## config.mk

```make
export PLATFORM = sky130hd
export DESIGN_NAME = vtpg_cfg_ctrl
export DESIGN_NICKNAME = d
export VERILOG_FILES = /design/src/rtl/vtpg_cfg_ctrl.sv
export SDC_FILE = /design/constraint.sdc
export NUM_CORES = 1
export LEC_CHECK = 0
export ABC_CLOCK_PERIOD_IN_PS = 2900
export BUFFER_PORTS_ARGS = -buffer_cell sky130_fd_sc_hd__buf_2
export CAP_MARGIN = 20
export CORE_MARGIN = 2
export CORE_UTILIZATION = 35
export CTS_BUF_LIST = sky130_fd_sc_hd__clkbuf_2
export CTS_CLUSTER_SIZE = 8
export DETAILED_ROUTE_END_ITERATION = 10
export GPL_TIMING_DRIVEN = 0
export PLACE_DENSITY = 0.67
export SYNTH_ARGS = -nofsm -noshare
export SYNTH_HDL_FRONTEND = slang
export SYNTH_SLANG_ARGS = --single-unit
```

## constraint.sdc

```tcl
create_clock -name clk -period 2.9 [get_ports clk]
set_input_delay 0.58 -clock clk [delete_from_list [all_inputs] [get_ports clk]]
set_output_delay 0.58 -clock clk [all_outputs]
set_load 0.05 [all_outputs]
```

## src/rtl/vtpg_cfg_ctrl.sv

```systemverilog
// rtl/vtpg_cfg_ctrl.sv - shadow/active timing bank, vsync-aligned commit and run sequencing for vtpg
// Shadow writes land immediately; the active bank only changes on a validated commit.
module vtpg_cfg_ctrl #(
    parameter int H_BITS    = 12,
    parameter int V_BITS    = 12,
    parameter int FCNT_BITS = 16
) (
    input  logic                 clk,
    input  logic                 rst_n,
    input  logic                 cfg_valid,
    output logic                 cfg_ready,
    input  logic [3:0]           cfg_addr,
    input  logic [15:0]          cfg_wdata,
    input  logic                 vs,
    output logic                 vtpg_rst_n,
    output logic [H_BITS-1:0]    tHS_START,
    output logic [H_BITS-1:0]    tHS_END,
    output logic [H_BITS-1:0]    tHACT_START,
    output logic [H_BITS-1:0]    tHACT_END,
    output logic [H_BITS-1:0]    tH_END,
    output logic [V_BITS-1:0]    tVS_START,
    output logic [V_BITS-1:0]    tVS_END,
    output logic [V_BITS-1:0]    tVACT_START,
    output logic [V_BITS-1:0]    tVACT_END,
    output logic [V_BITS-1:0]    tV_END,
    output logic                 cfg_done,
    output logic                 err_order,
    output logic                 running,
    output logic [FCNT_BITS-1:0] frame_cnt
);

    typedef enum logic [1:0] {
        S_OFF  = 2'd0,
        S_RUN  = 2'd1,
        S_PEND = 2'd2
    } state_t;

    localparam logic [3:0] ADDR_CTRL   = 4'd10;
    localparam logic [3:0] ADDR_COMMIT = 4'd11;

    localparam logic [H_BITS-1:0] H_RST [5] = '{H_BITS'(10), H_BITS'(20), H_BITS'(40),
                                                H_BITS'(50), H_BITS'(60)};
    localparam logic [V_BITS-1:0] V_RST [5] = '{V_BITS'(11), V_BITS'(21), V_BITS'(25),
                                                V_BITS'(35), V_BITS'(40)};

    state_t            state;
    logic [H_BITS-1:0] sh_h  [5];
    logic [V_BITS-1:0] sh_v  [5];
    logic [H_BITS-1:0] act_h [5];
    logic [V_BITS-1:0] act_v [5];
    logic              vs_q;
    logic              done_dly;

    logic              wr_en;
    logic              wr_h;
    logic              wr_v;
    logic              wr_ctrl;
    logic              wr_commit;
    logic [2:0]        h_idx;
    logic [2:0]        v_idx;
    logic [H_BITS-1:0] wd_h;
    logic [V_BITS-1:0] wd_v;
    logic              vs_rise;
    logic              order_ok;
    logic              unused_wdata;

    assign wr_en     = cfg_valid & cfg_ready;
    assign wr_h      = wr_en && (cfg_addr < 4'd5);
    assign wr_v      = wr_en && (cfg_addr >= 4'd5) && (cfg_addr < 4'd10);
    assign wr_ctrl   = wr_en && (cfg_addr == ADDR_CTRL);
    assign wr_commit = wr_en && (cfg_addr == ADDR_COMMIT);
    assign h_idx     = cfg_addr[2:0];
    assign v_idx     = 3'(cfg_addr - 4'd5);
    assign wd_h      = cfg_wdata[H_BITS-1:0];
    assign wd_v      = cfg_wdata[V_BITS-1:0];
    assign vs_rise   = vs & ~vs_q;
    assign unused_wdata = ^cfg_wdata;

    // Strictly increasing order across each group of five shadow values
    always_comb begin
        order_ok = 1'b1;
        for (int i = 0; i < 4; i++) begin
            if (sh_h[i] >= sh_h[i+1]) order_ok = 1'b0;
            if (sh_v[i] >= sh_v[i+1]) order_ok = 1'b0;
        end
    end

    always_ff @(posedge clk or negedge rst_n) begin
        if (!rst_n) begin
            state      <= S_OFF;
            cfg_ready  <= 1'b1;
            running    <= 1'b0;
            vtpg_rst_n <= 1'b0;
            cfg_done   <= 1'b0;
            done_dly   <= 1'b0;
            err_order  <= 1'b0;
            frame_cnt  <= '0;
            vs_q       <= 1'b0;
            for (int i = 0; i < 5; i++) begin
                sh_h[i]  <= H_RST[i];
                act_h[i] <= H_RST[i];
                sh_v[i]  <= V_RST[i];
                act_v[i] <= V_RST[i];
            end
        end else begin
            vs_q       <= vs;
            vtpg_rst_n <= (state != S_OFF);
            done_dly   <= 1'b0;
            cfg_done   <= done_dly;

            if (running && vs_rise) frame_cnt <= frame_cnt + FCNT_BITS'(1);
            if (wr_h) sh_h[h_idx] <= wd_h;
            if (wr_v) sh_v[v_idx] <= wd_v;
            // Clear comes first so a same-cycle rejection below wins
            if (wr_ctrl && cfg_wdata[1]) err_order <= 1'b0;

            case (state)
                S_OFF: begin
                    if (wr_ctrl && cfg_wdata[0]) begin
                        state   <= S_RUN;
                        running <= 1'b1;
                    end
                    if (wr_commit) begin
                        if (order_ok) begin
                            for (int i = 0; i < 5; i++) begin
                                act_h[i] <= sh_h[i];
                                act_v[i] <= sh_v[i];
                            end
                            done_dly <= 1'b1;
                        end else begin
                            err_order <= 1'b1;
                        end
                    end
                end
                S_RUN: begin
                    if (wr_ctrl && !cfg_wdata[0]) begin
                        state   <= S_OFF;
                        running <= 1'b0;
                    end
                    if (wr_commit) begin
                        if (order_ok) begin
                            state     <= S_PEND;
                            cfg_ready <= 1'b0;
                        end else begin
                            err_order <= 1'b1;
                        end
                    end
                end
                S_PEND: begin
                    // vs_q already reflects a vs edge seen at acceptance, so that edge cannot land here
                    if (vs_rise) begin
                        for (int i = 0; i < 5; i++) begin
                            act_h[i] <= sh_h[i];
                            act_v[i] <= sh_v[i];
                        end
                        cfg_done  <= 1'b1;
                        cfg_ready <= 1'b1;
                        state     <= S_RUN;
                    end
                end
                default: begin
                    state     <= S_OFF;
                    running   <= 1'b0;
                    cfg_ready <= 1'b1;
                end
            endcase
        end
    end

    assign tHS_START   = act_h[0];
    assign tHS_END     = act_h[1];
    assign tHACT_START = act_h[2];
    assign tHACT_END   = act_h[3];
    assign tH_END      = act_h[4];
    assign tVS_START   = act_v[0];
    assign tVS_END     = act_v[1];
    assign tVACT_START = act_v[2];
    assign tVACT_END   = act_v[3];
    assign tV_END      = act_v[4];

endmodule

```

Yosys cells after proc, flatten, opt, wreduce, memory -nomap -nowiden
Cells that the tools add are included.
{"block": "word_totals", "ff_bits": 265, "input_bits": 24, "output_inout_bits": 141, "wordCells": 128}
{"block": "classes", "n_addsub": 2, "magnitude_cmp": 15, "eq_ne": 11, "muxes": 44, "n_bitwise": 7, "n_reduce_logical": 20}
{"operator": "60-bit 2-to-1 mux", "count": 6}
{"operator": "60-bit one-hot mux with 2 select lines", "count": 2}
{"operator": "60-bit bitwise mux", "count": 2}
{"operator": "12-bit >= comparator", "count": 8}
{"operator": "12-bit demux with 3-bit select", "count": 2}
{"operator": "12-bit 2-to-1 mux", "count": 2}
{"operator": "1-bit 2-to-1 mux", "count": 22}
{"operator": "16-bit by 1-bit adder with 16-bit output (second input constant)", "count": 1}
{"operator": "2-bit inequality test (second input constant)", "count": 7}
{"operator": "1-bit logical AND", "count": 11}
{"operator": "2-bit 2-to-1 mux", "count": 5}
{"operator": "4-bit == test (second input constant)", "count": 2}
{"operator": "4-bit >= comparator (second input constant)", "count": 2}
{"operator": "4-bit by 1-bit less-than comparator with 1-bit output (second input constant)", "count": 2}
{"operator": "3-bit NOT with 4-bit output", "count": 2}
{"operator": "4-bit AND reduction", "count": 2}
{"operator": "1-bit one-hot mux with 3 select lines", "count": 2}
{"operator": "2-bit one-hot mux with 3 select lines", "count": 1}
{"operator": "4-bit by 3-bit >= comparator with 1-bit output (second input constant)", "count": 1}
{"operator": "4-bit by 3-bit less-than comparator with 1-bit output (second input constant)", "count": 1}
{"operator": "4-bit less-than comparator (second input constant)", "count": 1}
{"operator": "2-bit nonzero test", "count": 2}
{"operator": "1-bit NOT", "count": 3}
{"operator": "3-bit AND reduction", "count": 1}
{"operator": "8 further kinds", "count": 9}

Depth between registers and ports, before layout
Gate-level depths: netlist of the first run.
{"block": "depth", "word_depth": 12, "ltp_mapped": 11, "mapped_depth_nobuf": 9}

Least setup slack after synthesis of the first run
OpenSTA, ideal clock, no wires.
{"block": "synth_path", "path_type": "register to register", "start": "register sh_v[12] (netlist bit)", "end": "register act_h (netlist bit tHACT_END[0])", "setup_ps": 125, "arrival_ps": 2634, "required_ps": 2775, "slack_ps": 141, "stages_incl_launch_ff": 12, "synth_period_minus_slack_ps": 2759, "path_cell_list": "dfstp_2 inv_1 ha_1 nand2b_1 a2111oi_1 nor4bb_1 nand3b_1 nor3_2 a41oi_2 buf_6 buf_6 mux2_4"}
{"block": "synth_via", "elab_chain_cells": 6, "word_cells_on_any_way": 7, "cone_classes": "order compare (2); eq/ne (1); mux (3); reduce/logical (1)"}
{"element": "start: declaration", "line": "48", "rtl": "logic [V_BITS-1:0] sh_v [5];"}
{"element": "start signal: indexed assignment", "line": "102", "rtl": "sh_v[i] <= V_RST[i];"}
{"element": "start signal: indexed assignment", "line": "113", "rtl": "if (wr_v) sh_v[v_idx] <= wd_v;"}
{"element": "12-bit >= comparator", "line": "84", "rtl": "if (sh_v[i] >= sh_v[i+1]) order_ok = 1'b0;"}
{"element": "1-bit 2-to-1 mux", "line": "84"}
{"element": "1-bit 2-to-1 mux", "line": "83", "rtl": "if (sh_h[i] >= sh_h[i+1]) order_ok = 1'b0;"}
{"element": "1-bit 2-to-1 mux (*)", "line": "84"}
{"element": "2-bit inequality test (no line) (*)"}
{"element": "4-bit AND reduction (no line) (*)"}
{"element": "end signal: indexed assignment", "line": "101", "rtl": "act_h[i] <= H_RST[i];"}
{"element": "end signal: indexed assignment", "line": "126", "rtl": "act_h[i] <= sh_h[i];"}
{"element": "end signal: indexed assignment", "line": "153", "rtl": "act_h[i] <= sh_h[i];"}
{"element": "end: declaration", "line": "49", "rtl": "logic [H_BITS-1:0] act_h [5];"}
Mark *: on every way between the ends. The rest lies on a longest branch, timed or not.
A chain may end at the register's enable or synchronous reset.

Worst setup path after layout of the first run
{"block": "layout_path", "start": "register sh_v[12] (netlist bit)", "end": "register act_h (netlist bit tHACT_START[0])"}
The elaborated chain is that of the path after synthesis.

==> flow_summary.ini, run 1 <==
[run_status]
outcome = complete, but fails checks
violations = setup timing

[global_routing]
antenna_found_initial = 2
grt_usage_pct = 18.6
grt_max_degree = 114
grt_pass1_vias = 9352
grt_first_pass_wirelength_um = 54400
grt_overflow = 0

[floorplanning]
initial_core_util_pct = 35.5
rows = 70
dieArea_um2 = 38700
die_y_um = 197
coreArea_um2 = 36600
die_w_um = 197
io_pins = 165

[power]
combPwrFrac_pct = 31.7
power_frac_clock_pct = 23.3
power.internal_uw = 6770
swShare_pct = 37.7
switchingPower_uw = 4090
p_per_area_nw_per_um2 = 689
seq_power_share_pct = 45.0
leakagePower_uw = 0.00827
irDropWorstVdd_mv = 0.394

[layout]
nFillCells = 3441
final_common_cell = dfrtp_1
nets = 1415
area_delta_synth_final_pct = 21.4
drive_gt1_share_pct = 45.7
final_core_util_pct = 43.1
instances_no_fill = 1811
layout_common_cells = 207 x dfrtp_1, 149 x buf_2, 112 x clkbuf_2

[synth]
synth_area_um2 = 13000
synth_cells = 1031
synth_top_cell_area_share_pct = 40.5
ys_seq_elements = 265
synthArstFlopShare_pct = 100
synth_seq_area_share_pct = 51.6
syn_nets = 1156
yosys.area.top_type = dfrtp_1
syn_avg_cell_area_um2 = 12.6
synth-edff-count = 0
synth_cell_types = 49
ys_warn_count = 0
synth-main-ff-cell = dfrtp_1
yosys-top-cells-area = dfrtp_1 40%, mux2_4 12%, dfstp_2 11%

[timing]
final_max_slew_viol_count = 0
rsz0062_at_grt = yes
finalSetupViolations = 113
fin_ws_ns = -0.243
slew_headroom_pct = 40.6
finalSetupTns_ns = -17.91
finalHoldViolCount = 0
clock_skew_ns = 0.0570
finalCriticalPeriod_ns = 3.14
worst_pin_slew_ns = 0.892
max_freq_mhz = 318
period_share_pct = 108

[clock_network]
clock_latency_ns = 0.85
cts_buffer_depth = 3
cts_tree = done
htree_levels = 3
clkSinkCount = 265
root_buffer = clkbuf_2
cts.clk_slew.worst_paths_ns = 0.12
cts_inserted_buffers = 66

[placed_design]
place_ws_ns = -0.479
dp_hpwl_um = 24800
io_buffers = 150
placed_cells = 1651
place.gp.congestion = 0.882

[worst_setup_path]
endpoint_kind = flop
worstReg2RegEnd = tHACT_START[0]
rrSetupSlack_ns = -0.24
crit_path_start_kind = flop
cp_max_fo = 10
critPathRequiredTime_ns = 3.61
rr_worst_depth = 12
cp.arrival_ns = 3.86
critPathKind = flop to flop
r2r_start = sh_v[12]

[drt]
drc_errors = 0
dr_total_vias = 9008
dr.pass1.iters = 5
wire_per_inst_um = 19.3
drtAntennaViolNets = 0
wl_um = 35000
dr.first_iter.drc_count = 491
vias_per_cell = 4.97

[worst_hold_path]
hold_start = cfg_wdata[0]
whs_path_depth = 3
hp-class = primary input to flop
min_to = running

[flow_run]
maxCapViolCount = 0
## synthesized netlist by cell type, drive strengths merged, types with 8 or more instances
cell type  instances
a21oi             25
buf               18
clkbuf            21
dfrtp            210
dfstp             55
ha               101
inv              101
mux2             205
nand2             82
nand2b            10
nand3              8
nand4             19
nor2              31
nor3               9
o21ai             57
xnor2             12
## power groups by stage
stage               Sequential, uW  Combinational, uW  Clock [uW]
floorplan                     5130               1780           0
global placement              4950               2790           0
detailed placement            4970               2920           0
CTS                           4880               3330        2610
global route                  4960               3820        2840
finish                        4890               3440        2530
## worst max-delay path: stages, from the launching register on
cell       delay, ns
dfstp_2         0.59
inv_2           0.06
ha_4            0.20
nand2b_4        0.14
a2111oi_4       0.35
nor4bb_4        0.11
nand3b_1        0.21
nor3_4          0.33
a41oi_4         0.20
buf_6           0.19
buf_12          0.15
buf_12          0.16
mux2_4          0.29
## metrics by stage
step	power [uW]	hold WS [ns]	cell area, um2
after floorplan	6910	0.284	13000
after detailed placement	7880	0.440	14400
after global placement	7740	0.440	14300
after CTS	10800	0.0803	15700
after global routing	11600	0.103	15800
final	10900	0.167	15800
## kinds of logic (layout without fill, tap and decap cells)
logic type / count (synthesis) / in the layout / synth area share, %
AOI/OAI and AO/OA: 110 / 110 / 4.98
and+or+nand+nor: 194 / 194 / 7.26
xor gates and xnor gates: 16 / 16 / 1.08
adders and majority gates: 101 / 101 / 9.73
other: 0 / 2 / 0
DFF: 265 / 265 / 51.6
muxes: 205 / 205 / 20.7
buffers and inverters: 140 / 450 / 4.70
## registers in the layout (all words and copies together), names as in the netlist
signal / count
err_order: 1
cfg_done: 1
tVACT_END: 12
running: 1
cfg_ready: 1
tHACT_END: 12
tVACT_START: 12
vs_q: 1
vtpg_rst_n: 1
tHACT_START: 12
frame_cnt: 16
sh_v: 60
tV_END: 12
tHS_START: 12
state: 2
done_dly: 1
tH_END: 12
sh_h: 60
tVS_END: 12
tVS_START: 12
tHS_END: 12
## worst max-delay path by stage
| stage | start | end | slack (ns) | cells past startpoint |
|---|---|---|---|---|
| after global routing | sh_v[12] | tH_END[9] | -0.31 | 12 |
| after global placement | rst_n | tHS_START[4] | -3.48 | 1 |
| after CTS | sh_v[12] | tVACT_END[9] | -0.10 | 12 |
| final | sh_v[12] | tHACT_START[0] | -0.24 | 12 |
| after floorplan | sh_v[12] | tHACT_END[0] | 0.14 | 11 |
| after detailed placement | sh_v[12] | tH_END[1] | -0.48 | 11 |
## layout make-up
type	instances	area [um2]	area share, %
diodes	2	5.00	0.0317
inverters	101	379	2.40
flip-flops and latches	265	6700	42.5
plain buffers	38	338	2.14
clock buffers	111	556	3.52
multi-input cells	626	5930	37.6
well taps	468	586	3.71
repair buffers	192	1240	7.87
clock inverters	8	31.3	0.198
## timing repair
action                                 4_1_cts  5_1_grt
resized for setup                           73       11
setup endpoints to repair                  120      120
endpoints found under the hold margin       91        0
cloned                                       6        0
pin swaps                                   13        3
setup buffers                               20       10
hold buffers                                 3        0
## routing by layer
metal | wire [um] | share of wire, % | GRT usage, % | vias to the layer above
met5 | 0 | 0 | 0 | -
met4 | 701 | 2.0 | 5.57 | 0
met3 | 2190 | 6.2 | 4.65 | 55
met2 | 16800 | 48 | 30.7 | 307
met1 | 15300 | 44 | 24.2 | 4499
li1 | - | - | - | 4147
No activity file was read; power rests on OpenSTA's default activity.
==> inputs of run 2 (changes only) <==
- CELL_PAD_IN_SITES_DETAIL_PLACEMENT: not set -> 1
- CELL_PAD_IN_SITES_GLOBAL_PLACEMENT: not set -> 1
- PLACE_DENSITY: 0.67 -> 0.77
==> run 2 against run 1 <==
  * The flow still finishes with violations (setup timing)
  * Register-to-register slack improved by 0.04 ns
  * Worst hold slack worse by 0.087 ns
  * Setup slack better by 0.038 ns
  * Sequential cell count unchanged
  * Final cell count grew 1.3%
  * First-iteration DRC count decreased by 12%
  * Power increased by 6.2%
  * Critical endpoint is now tHS_START[8]
  * Global-route usage up 1.5 points
  * Routed wire length grew 11%
  * Sequential share of layout area shrank 0.72 points
  * Maximum frequency up 1.2%
  * Clock power up 13%
==> flow_summary.ini, run 2 (synthesis results as in run 1) <==
[run_status]
outcome = complete, but fails checks
violations = setup timing

[drt]
dr.pass1.iters = 4
wire_per_inst_um = 21.2
dr.first_iter.drc_count = 434
drtAntennaViolNets = 0
dr_total_vias = 9197
drc_errors = 0
wl_um = 39000
vias_per_cell = 5.01

[layout]
layout_common_cells = 196 x dfrtp_1, 149 x buf_2, 126 x clkbuf_2
area_delta_synth_final_pct = 23.8
instances_no_fill = 1834
nets = 1429
nFillCells = 3984
final_common_cell = dfrtp_1
drive_gt1_share_pct = 48.6
multi_input_area_um2 = 6030
regArea_um2 = 6720
final_cell_area_um2 = 16100
top_regs = sh_h (60), sh_v (60), frame_cnt (16)

[power]
p_per_area_nw_per_um2 = 717
combPwrFrac_pct = 32.2
seq_power_share_pct = 43.0
switchingPower_uw = 4440
power_frac_clock_pct = 24.8
irDropWorstVdd_mv = 0.350
power.internal_uw = 7090
power_uw = 11500
leakagePower_uw = 0.00841
swShare_pct = 38.5

[timing]
final_max_slew_viol_count = 0
finalCriticalPeriod_ns = 3.10
worst_pin_slew_ns = 1.05
fin_ws_ns = -0.205
finalSetupViolations = 116
finalHoldViolCount = 0
hold_ws_ns = 0.0799
clock_skew_ns = 0.0939
period_share_pct = 107
rsz0062_at_grt = yes
finalSetupTns_ns = -11.62
max_freq_mhz = 322
slew_headroom_pct = 29.8

[worst_setup_path]
cp.arrival_ns = 3.85
crit_path_start_kind = flop
endpoint_kind = flop
cp_max_fo = 7
critPathKind = flop to flop
critPathRequiredTime_ns = 3.65

[floorplanning]
rows = 70
initial_core_util_pct = 35.5
coreArea_um2 = 36600
io_pins = 165
die_w_um = 197
die_y_um = 197
dieArea_um2 = 38700

[clock_network]
cts_inserted_buffers = 74
root_buffer = clkbuf_2
clock_latency_ns = 0.95
clkSinkCount = 265
cts.clk_slew.worst_paths_ns = 0.13
cts_tree = done
htree_levels = 3
cts_buffer_depth = 3

[placed_design]
placed_area_um2 = 14400
io_buffers = 150
dp_hpwl_um = 26600
placed_cells = 1651
place.gp.congestion = 0.895

[global_routing]
antenna_found_initial = 4
grt_overflow = 0
grt_pass1_vias = 9891
grt_first_pass_wirelength_um = 58600
grt_usage_pct = 20.1
grt_max_degree = 121

[worst_hold_path]
hp-class = primary input to asynchronous set/reset pin

[flow_run]
maxCapViolCount = 0
run 2: what timing repair did:
item                                    CTS  global route
pin swaps                                22            10
buffers inserted                         23            12
endpoints found under the setup margin  120           120
cloned                                    2             6
endpoints found under the hold margin   220             0
gates resized for setup                  86            31
hold buffers                              3             0
run 2: power by group through the flow:
stage,Combinational [uW],Sequential [uW],Clock (uW)
finish,3720,4950,2860
global route,4110,5040,3150
CTS,3460,4950,2960
detailed placement,2990,5050,0
global placement,2800,5020,0
floorplan,1780,5130,0
run 2: final cells by class:
cell class / instances / area share, %
Tap cell: 468 / 3.64
Sequential cell: 265 / 41.8
Inverter: 101 / 2.36
Multi-Input combinational cell: 626 / 37.5
Timing Repair Buffer: 197 / 8.13
Antenna cell: 4 / 0.0623
Clock buffer: 126 / 3.92
Clock inverter: 8 / 0.350
Buffer: 39 / 2.23
run 2: worst paths after layout:
path                       slack (ns)           end         start  depth (start not counted)
max in group asynchronous        1.86  tHS_START[8]         rst_n                          3
min reg2reg                      0.46      cfg_done      done_dly                          1
min                              0.08      sh_v[46]         rst_n                          2
min in group clk                 0.09       running  cfg_wdata[0]                          3
max                             -0.20  tHS_START[8]      sh_h[35]                         12
max reg2reg                     -0.20  tHS_START[8]      sh_h[35]                         12
run 2: metrics by stage:
stage | worst slack [ns] | util, %
final | -0.205 | 43.9
after global routing | -0.330 | 43.9
after floorplan | 0.141 | -
after detailed placement | -0.412 | 39.3
after global placement | -3.54 | 39.1
after CTS | -0.0800 | 42.9
run 2: worst max-delay path, cell delays in order (launching register included):
cell and delay, ns:
dfrtp_1 0.40, inv_1 0.05, ha_1 0.20, nor4_2 0.33
nand2_1 0.15, nor4_2 0.31, nand4_1 0.19, nor3_4 0.32
a41oi_4 0.17, buf_6 0.18, buf_12 0.16, buf_12 0.15
mux2_4 0.29
run 2: routing by layer:
layer	track usage (%)	wire, um	share of wire [%]	vias to the layer above
li1	-	-	-	4195
met1	25.4	16800	43	4657
met2	33.1	18800	48	257
met3	4.91	1890	4.9	88
met4	8.44	1440	3.7	0
met5	0	0	0	-
==> inputs of run 3 (changes only) <==
- GPL_TIMING_DRIVEN: 0 -> not set
==> run 3 against run 2 <==
  * The flow still finishes with violations (setup timing)
  * Critical path depth stayed put
  * Power grew 9.1%
  * Sequential share of layout area is 2.4 points lower
  * Clock power up 6%
  * Sequential power down 2%
  * Setup slack worse by 0.035 ns
  * Non-clock buffer count grew 89
  * Critical path type unchanged
  * Largest power group unchanged
==> flow_summary.ini, run 3 (synthesis results as in run 1) <==
[run_status]
outcome = complete, but fails checks
violations = setup timing

[layout]
regArea_um2 = 6700
top_regs = sh_h (60), sh_v (60), frame_cnt (16)
nets = 1518
drive_gt1_share_pct = 52.2
multi_input_area_um2 = 6210
final_cell_area_um2 = 17000
area_delta_synth_final_pct = 31.2
layout_common_cells = 208 x dfrtp_1, 159 x buf_2, 136 x buf_4
nFillCells = 3936
final_common_cell = dfrtp_1

[global_routing]
grt_max_degree = 88
grt_overflow = 0
grt_usage_pct = 22.1
grt_pass1_vias = 10900
antenna_found_initial = 5
grt_first_pass_wirelength_um = 64000

[drt]
drtAntennaViolNets = 0
wl_um = 44000
wire_per_inst_um = 22.8
dr.pass1.iters = 8
vias_per_cell = 5.10
drc_errors = 0
dr.first_iter.drc_count = 471
dr_total_vias = 9817

[floorplanning]
initial_core_util_pct = 35.5
die_w_um = 197
coreArea_um2 = 36600
dieArea_um2 = 38700
die_y_um = 197
rows = 70
io_pins = 165

[clock_network]
cts_tree = done
clkSinkCount = 265
root_buffer = clkbuf_2
clock_latency_ns = 0.96
htree_levels = 3
cts.clk_slew.worst_paths_ns = 0.15
cts_inserted_buffers = 74
cts_buffer_depth = 3

[flow_run]
maxCapViolCount = 0

[placed_design]
io_buffers = 160
place.gp.congestion = 0.887
place_ws_ns = -0.345
placed_area_um2 = 15200
dp_hpwl_um = 27200

[timing]
finalHoldViolCount = 0
clock_skew_ns = 0.108
rsz0062_at_grt = yes
final_max_slew_viol_count = 0
worst_pin_slew_ns = 0.753
period_share_pct = 108
slew_headroom_pct = 49.8
finalSetupViolations = 120
fin_ws_ns = -0.240
hold_ws_ns = 0.0598
finalCriticalPeriod_ns = 3.14
max_freq_mhz = 318

[worst_setup_path]
crit_path_start_kind = flop
crit_family = simple AND/OR/NAND/NOR gates
critical_path.cell_chain = buf_6, ha_4, nand4_1, nor2_1, nor4bb_4, nand3b_1, nor3_2, buf_4, a41oi_4, buf_12, clkbuf_16, mux2_4
critPathRequiredTime_ns = 3.68
critPathKind = flop to flop
cp.arrival_ns = 3.92
cpMaxStageDelayCell = dfstp_2
critPathMaxStageDelay_ns = 0.59
cp_max_fo = 12
cp.buffers_inverters = 4
endpoint_kind = flop

[power]
p_per_area_nw_per_um2 = 739
irDropWorstVdd_mv = 0.326
leakagePower_uw = 0.00901
power_uw = 12600

[worst_hold_path]
hp-class = primary input to flop
run 3: where the power goes:
group	total, uW	leakage, uW	internal, uW	switching, uW
logic	4720	0.00514	2100	2620
clock network	3020	0.000549	1280	1730
registers	4850	0.00332	4330	518
run 3: final cells by class:
type	instances	share of cell area [%]
Tap cell	468	3.44
Clock inverter	27	1.08
Inverter	101	2.23
Multi-Input combinational cell	626	36.4
Clock buffer	110	3.23
Antenna cell	3	0.0441
Timing Repair Buffer	325	14.2
Sequential cell	265	39.3
run 3: timing repair:
| action | 4_1_cts | 5_1_grt |
|---|---|---|
| hold endpoints to repair | 68 | 0 |
| gates resized for setup | 69 | 42 |
| cloned | 11 | 3 |
| setup buffers | 16 | 6 |
| pin swaps | 9 | 31 |
| endpoints found under the setup margin | 122 | 120 |
| hold buffers | 6 | 0 |
run 3: worst reg2reg max path, cell delays in order (launching register included):
cell	delay [ns]
dfstp_2	0.59
buf_6	0.12
ha_4	0.13
nand4_1	0.10
nor2_1	0.18
nor4bb_4	0.39
nand3b_1	0.18
nor3_2	0.05
buf_4	0.15
a41oi_4	0.29
buf_12	0.24
clkbuf_16	0.23
mux2_4	0.31
run 3: layer usage:
| layer | up-vias | track usage, % | wire length (um) |
|---|---|---|---|
| li1 | 4360 | - | - |
| met1 | 5014 | 26.6 | 18000 |
| met2 | 316 | 38.7 | 22000 |
| met3 | 127 | 4.21 | 2120 |
| met4 | 0 | 9.22 | 1880 |
| met5 | - | 0 | 0 |
run 3: per-stage QoR:
stage,cells,TNS [ns],utilization [%]
floorplan,1031,0,-
global placement,1751,-24.11,41.6
global route,1925,-23.78,46.5
finish,1925,-18.98,46.5
detailed placement,1751,-35.67,41.6
CTS,1918,-5.16,45.8
run 3: worst paths after layout:
check / startpoint / to / slack [ns] / cells past startpoint
max in group asynchronous: rst_n / tV_END[5] / 1.75 / 3
setup / recovery: sh_v[17] / tHS_START[10] / -0.24 / 12
setup reg to reg: sh_v[17] / tHS_START[10] / -0.24 / 12
hold / removal: cfg_wdata[8] / sh_v[32] / 0.06 / 3
min in group asynchronous: rst_n / sh_v[25] / 0.26 / 2
hold reg to reg: done_dly / cfg_done / 0.44 / 1
